==> src/rtl/alu_sweep_driver.sv <==
// Self-test stimulus engine for the 8-bit ALU: walks every (a, b, cmd) vector in order,
// holds each vector for HOLD cycles, then folds the ALU result into a rotate-XOR signature.
module alu_sweep_driver #(
   parameter int A_MAX = 15,
   parameter int B_MAX = 15,
   parameter int HOLD  = 1
) (
   input  logic        clk,
   input  logic        rst_n,
   input  logic        start,
   input  logic        abort,
   input  logic [15:0] alu_y,
   output logic [7:0]  alu_a,
   output logic [7:0]  alu_b,
   output logic [3:0]  alu_cmd,
   output logic        alu_en,
   output logic        busy,
   output logic        done,
   output logic [15:0] signature,
   output logic [20:0] vec_count
);

   typedef enum logic [1:0] {
      S_IDLE,
      S_ISSUE,
      S_CAPTURE,
      S_DONE
   } state_t;

   localparam int                HOLD_W    = (HOLD > 1) ? $clog2(HOLD) : 1;
   localparam logic [7:0]        A_LAST    = 8'(A_MAX);
   localparam logic [7:0]        B_LAST    = 8'(B_MAX);
   localparam logic [HOLD_W-1:0] HOLD_LAST = HOLD_W'(HOLD - 1);

   state_t            state;
   logic [HOLD_W-1:0] hold_cnt;
   logic              last_cmd;
   logic              last_b;
   logic              last_a;

   assign last_cmd = (alu_cmd == 4'hF);
   assign last_b   = (alu_b == B_LAST);
   assign last_a   = (alu_a == A_LAST);

   // The operand registers double as the sweep counters, so the ALU sees them directly.
   always_ff @(posedge clk or negedge rst_n) begin
      if (!rst_n) begin
         state     <= S_IDLE;
         hold_cnt  <= '0;
         alu_a     <= 8'd0;
         alu_b     <= 8'd0;
         alu_cmd   <= 4'd0;
         alu_en    <= 1'b0;
         busy      <= 1'b0;
         done      <= 1'b0;
         signature <= 16'd0;
         vec_count <= 21'd0;
      end else begin
         // NOTE: non-blocking assignments so every decision below reads pre-edge values.
         done <= 1'b0;
         if (abort && (state != S_IDLE)) begin
            // Abort drops the vector in flight; signature and count keep what was captured.
            state    <= S_IDLE;
            hold_cnt <= '0;
            alu_a    <= 8'd0;
            alu_b    <= 8'd0;
            alu_cmd  <= 4'd0;
            alu_en   <= 1'b0;
            busy     <= 1'b0;
         end else begin
            case (state)
               S_IDLE: begin
                  if (start && !abort) begin
                     state     <= S_ISSUE;
                     hold_cnt  <= '0;
                     alu_a     <= 8'd0;
                     alu_b     <= 8'd0;
                     alu_cmd   <= 4'd0;
                     alu_en    <= 1'b1;
                     busy      <= 1'b1;
                     signature <= 16'd0;
                     vec_count <= 21'd0;
                  end
               end

               S_ISSUE: begin
                  if (hold_cnt == HOLD_LAST) begin
                     state    <= S_CAPTURE;
                     hold_cnt <= '0;
                  end else begin
                     hold_cnt <= hold_cnt + 1'b1;
                  end
               end

               S_CAPTURE: begin
                  signature <= {signature[14:0], signature[15]} ^ alu_y;
                  vec_count <= vec_count + 21'd1;
                  hold_cnt  <= '0;
                  if (last_a && last_b && last_cmd) begin
                     state   <= S_DONE;
                     alu_a   <= 8'd0;
                     alu_b   <= 8'd0;
                     alu_cmd <= 4'd0;
                     alu_en  <= 1'b0;
                     done    <= 1'b1;
                  end else begin
                     state <= S_ISSUE;
                     if (!last_cmd) begin
                        alu_cmd <= alu_cmd + 4'd1;
                     end else begin
                        alu_cmd <= 4'd0;
                        if (!last_b) begin
                           alu_b <= alu_b + 8'd1;
                        end else begin
                           alu_b <= 8'd0;
                           alu_a <= alu_a + 8'd1;
                        end
                     end
                  end
               end

               S_DONE: begin
                  state <= S_IDLE;
                  busy  <= 1'b0;
               end

               default: begin
                  state  <= S_IDLE;
                  alu_en <= 1'b0;
                  busy   <= 1'b0;
               end
            endcase
         end
      end
   end

endmodule
==> config.mk <==
export PLATFORM = sky130hd
export DESIGN_NAME = alu_sweep_driver
export DESIGN_NICKNAME = d
export VERILOG_FILES = /design/src/rtl/alu_sweep_driver.sv
export SDC_FILE = /design/constraint.sdc
export NUM_CORES = 1
export LEC_CHECK = 0
export CAP_MARGIN = 25
export CORE_UTILIZATION = 49
export CTS_CLUSTER_DIAMETER = 60
export DETAILED_ROUTE_END_ITERATION = 8
export PLACE_DENSITY_LB_ADDON = 0.15
export SETUP_SLACK_MARGIN = 0.4
export SLEW_MARGIN = 20
export SYNTH_ARGS = -nofsm -noshare
export SYNTH_HDL_FRONTEND = slang
export SYNTH_SLANG_ARGS = --single-unit
==> constraint.sdc <==
create_clock -name clk -period 2.9 [get_ports clk]
set_clock_uncertainty 0.15 [all_clocks]
set_input_delay 0.87 -clock clk [delete_from_list [all_inputs] [get_ports clk]]
set_output_delay 0.87 -clock clk [all_outputs]
set_load 0.005 [all_outputs]
==> impl_metrics.yaml <==
grt:
  grt_use_total_pct: 23.5
  grt_overflow_total: 0
  grt_pass1_vias: 2563
  grt_max_degree: 43
  antenna_found_initial: 0
  grt_pass1_wl_microns: 11700
final_layout:
  regArea_sq_mm: 0.00155
  fillCellCount: 485
  area_growth_pct: 39.8
  antenna_cells: 0
  nets: 430
  drive_gt1_share_pct: 12.4
  multi_input_area_sq_mm: 0.00144
clock_tree:
  cts-root-buf: "clkbuf_8"
  numCtsBuffers: 9
  clk_path_buf_depth: 2
  clock-sinks: 62
  ctsHoldBuffers: 0
  cts_setup_buffers: 0
  htree_num_levels: 3
  clkTransAtPathRegs_ns: 0.07
  cts_tree: "done"
  clk_latency_ns: 0.34
logic_synthesis:
  synth_cells: 309
  synth_area_leaders: "dfrtp_1 (51%), o21ai_0 (5.6%), xnor2_1 (5.1%), xor2_1 (4.9%), nand2_1 (4.2%)"
  synth_top_flop_cell: "dfrtp_1"
  synth_top_area_cell: "dfrtp_1"
  synth_warnings: 0
  synth_most_common_cell: "dfrtp_1"
  yosys-mux-area-fraction_pct: 0
  synthAdderAreaFrac_pct: 1.63
  synth-simple-area-share_pct: 21.3
  seq_area_frac_synth_pct: 50.7
  syn_area_sq_mm: 0.00306
  yosysUniqueCellTypes: 40
  syn_avg_cell_area_sq_um: 9.91
  synth_common_cells: "dfrtp_1 (62), nand2_1 (34), o21ai_0 (34)"
  synth_xor_xnor_area_share_pct: 10.0
  synth_edf_count: 0
  syn_nets: 333
  synth_top_area_share_pct: 50.7
  synth_top_family_by_area: "simple AND/OR/NAND/NOR gates"
  async_flop_share_pct: 100
  synth_compound_area_share_pct: 14.0
  ys_ff_latch: 62
floorplan:
  die_area_sq_mm: 0.00657
  rows: 28
  initial_utilization_pct: 51.1
  ios: 80
  core_sq_mm: 0.00599
  die_y_microns: 81.1
  fp.dieW_microns: 81.1
setup_path:
  endpoint_kind: "flop"
  path_max_fanout: 8
  start_kind: "input port"
  cp.arrival_ns: 2.50
  path_class: "input port to flop"
  crit_required_ns: 2.98
route:
  route.detailed.drc: 0
  drt_iter0_drc: 108
  viasPerCell: 5.48
  drtPass1Iterations: 4
  vias: 2663
  route.antenna.remaining_nets: 0
  routed_wirelength_microns: 7030
  post_drt_wl_per_cell_microns: 14.5
power_and_ir_drop:
  vdd_drop_max_mv: 0.449
  p_per_area_mw_per_mm2: 499
  leakage_uw: 0.00186
  finalPower_uw: 2140
timing:
  fin_ws_ns: 0.477
  final_hold_viol_count: 0
  max_freq_mhz: 413
  fin_crit_ns: 2.42
  drv_slew: 0
  slew_headroom_pct: 65.0
  tns_ns: 0
  worst_pin_slew_ns: 0.525
  hold_ws_ns: 0.347
  setup_viol: 0
  rsz0062_at_grt: "false"
  finalCritPeriodShare_pct: 83.5
run:
  cap_violations: 0
place:
  dp_hpwl_microns: 4880
  portBuffers: 79
  gp_congestion: 0.768
  pre_cts_slack_ns: -0.102
outcome:
  status: "finished, final reports clean"
hold_path:
  hold_class: "input port to async pin"
==> worst max-delay path: stages <==
cell           delay, ns
dlygate4sd2_1       0.29
or4b_4              0.60
a211oi_4            0.22
buf_6               0.16
nand4_1             0.11
xor2_1              0.21
nor2_2              0.05
==> per-stage QoR <==
stage	area, sq um	instances	util, %
final	4280	486	71.5
after global routing	4280	486	71.5
after CTS	4280	486	71.5
after detailed placement	4050	470	67.6
after global placement	4050	470	67.6
after floorplan	3060	309	-
==> flip-flops by register name, indices dropped and copies added, names as in the netlist <==
register / cells
busy: 1
signature: 16
alu_cmd: 4
done: 1
alu_a: 8
alu_b: 8
alu_en: 1
vec_count: 21
state: 2
==> worst paths after layout <==
| path | from | endpoint | slack [ns] | cells past startpoint |
|---|---|---|---|---|
| worst max register to register | alu_cmd[0] | alu_a[6] | 0.66 | 6 |
| worst max-delay path | abort | vec_count[16] | 0.48 | 7 |
| worst min-delay path | rst_n | vec_count[18] | 0.35 | 1 |
| min in group clk | alu_cmd[3] | alu_cmd[3] | 0.37 | 1 |
| max in group asynchronous | rst_n | vec_count[0] | 1.65 | 2 |
| worst min register to register | alu_cmd[3] | alu_cmd[3] | 0.37 | 1 |
==> final cells by class <==
cell class | instances | area share [%]
Sequential cell | 62 | 36.2
Multi-Input combinational cell | 230 | 33.7
Timing Repair Buffer | 98 | 22.0
Clock buffer | 13 | 3.94
Tap cell | 75 | 2.19
Clock inverter | 3 | 1.52
Inverter | 5 | 0.438
==> where the power goes <==
part	switching (uW)	total (uW)	internal, uW
logic	129	294	165
clock network	325	878	554
registers	53.2	963	910
total	507	2140	1630
==> cells in the final DEF (no fill, tap or decap), types with 3 or more instances in the layout <==
master and instances:
a31oi_1 4, nor2_2 9, nand2_1 34, clkdlybuf4s50_1 76, xnor2_1 18, nand4_1 10, nand2b_1 6, and3_1 10
clkbuf_8 12, ha_1 4, dfrtp_1 62, xor2_1 17, nor2b_1 4, nand3_1 16, o21ai_0 34, buf_4 17
inv_1 5, o31ai_1 8, a21o_1 3, nor2_1 19, a21oi_1 7
==> routing by layer <==
metal | global-route usage [%] | vias to the layer above | part of all wire, %
li1 | - | 1282 | -
met3 | 6.52 | 16 | 5.5
met5 | 0 | - | 0
met2 | 38.3 | 82 | 49
met1 | 29.4 | 1283 | 43
met4 | 9.82 | 0 | 2.0
==> cell families (layout without fill, tap and decap cells) <==
logic type      Yosys count  count (layout)
compound gates           67              67
xor+xnor                 35              35
fa+ha+maj                 4               4
buf+inv                  17             119
flops                    62              62
simple gates            124             124
==> timing repair <==
action / 4_1_cts / 5_1_grt
resized for setup: 3 / 0
endpoints found under the hold margin: 0 / 0
endpoints found under the setup margin: 20 / 0
(Power assumes the default switching activity.)
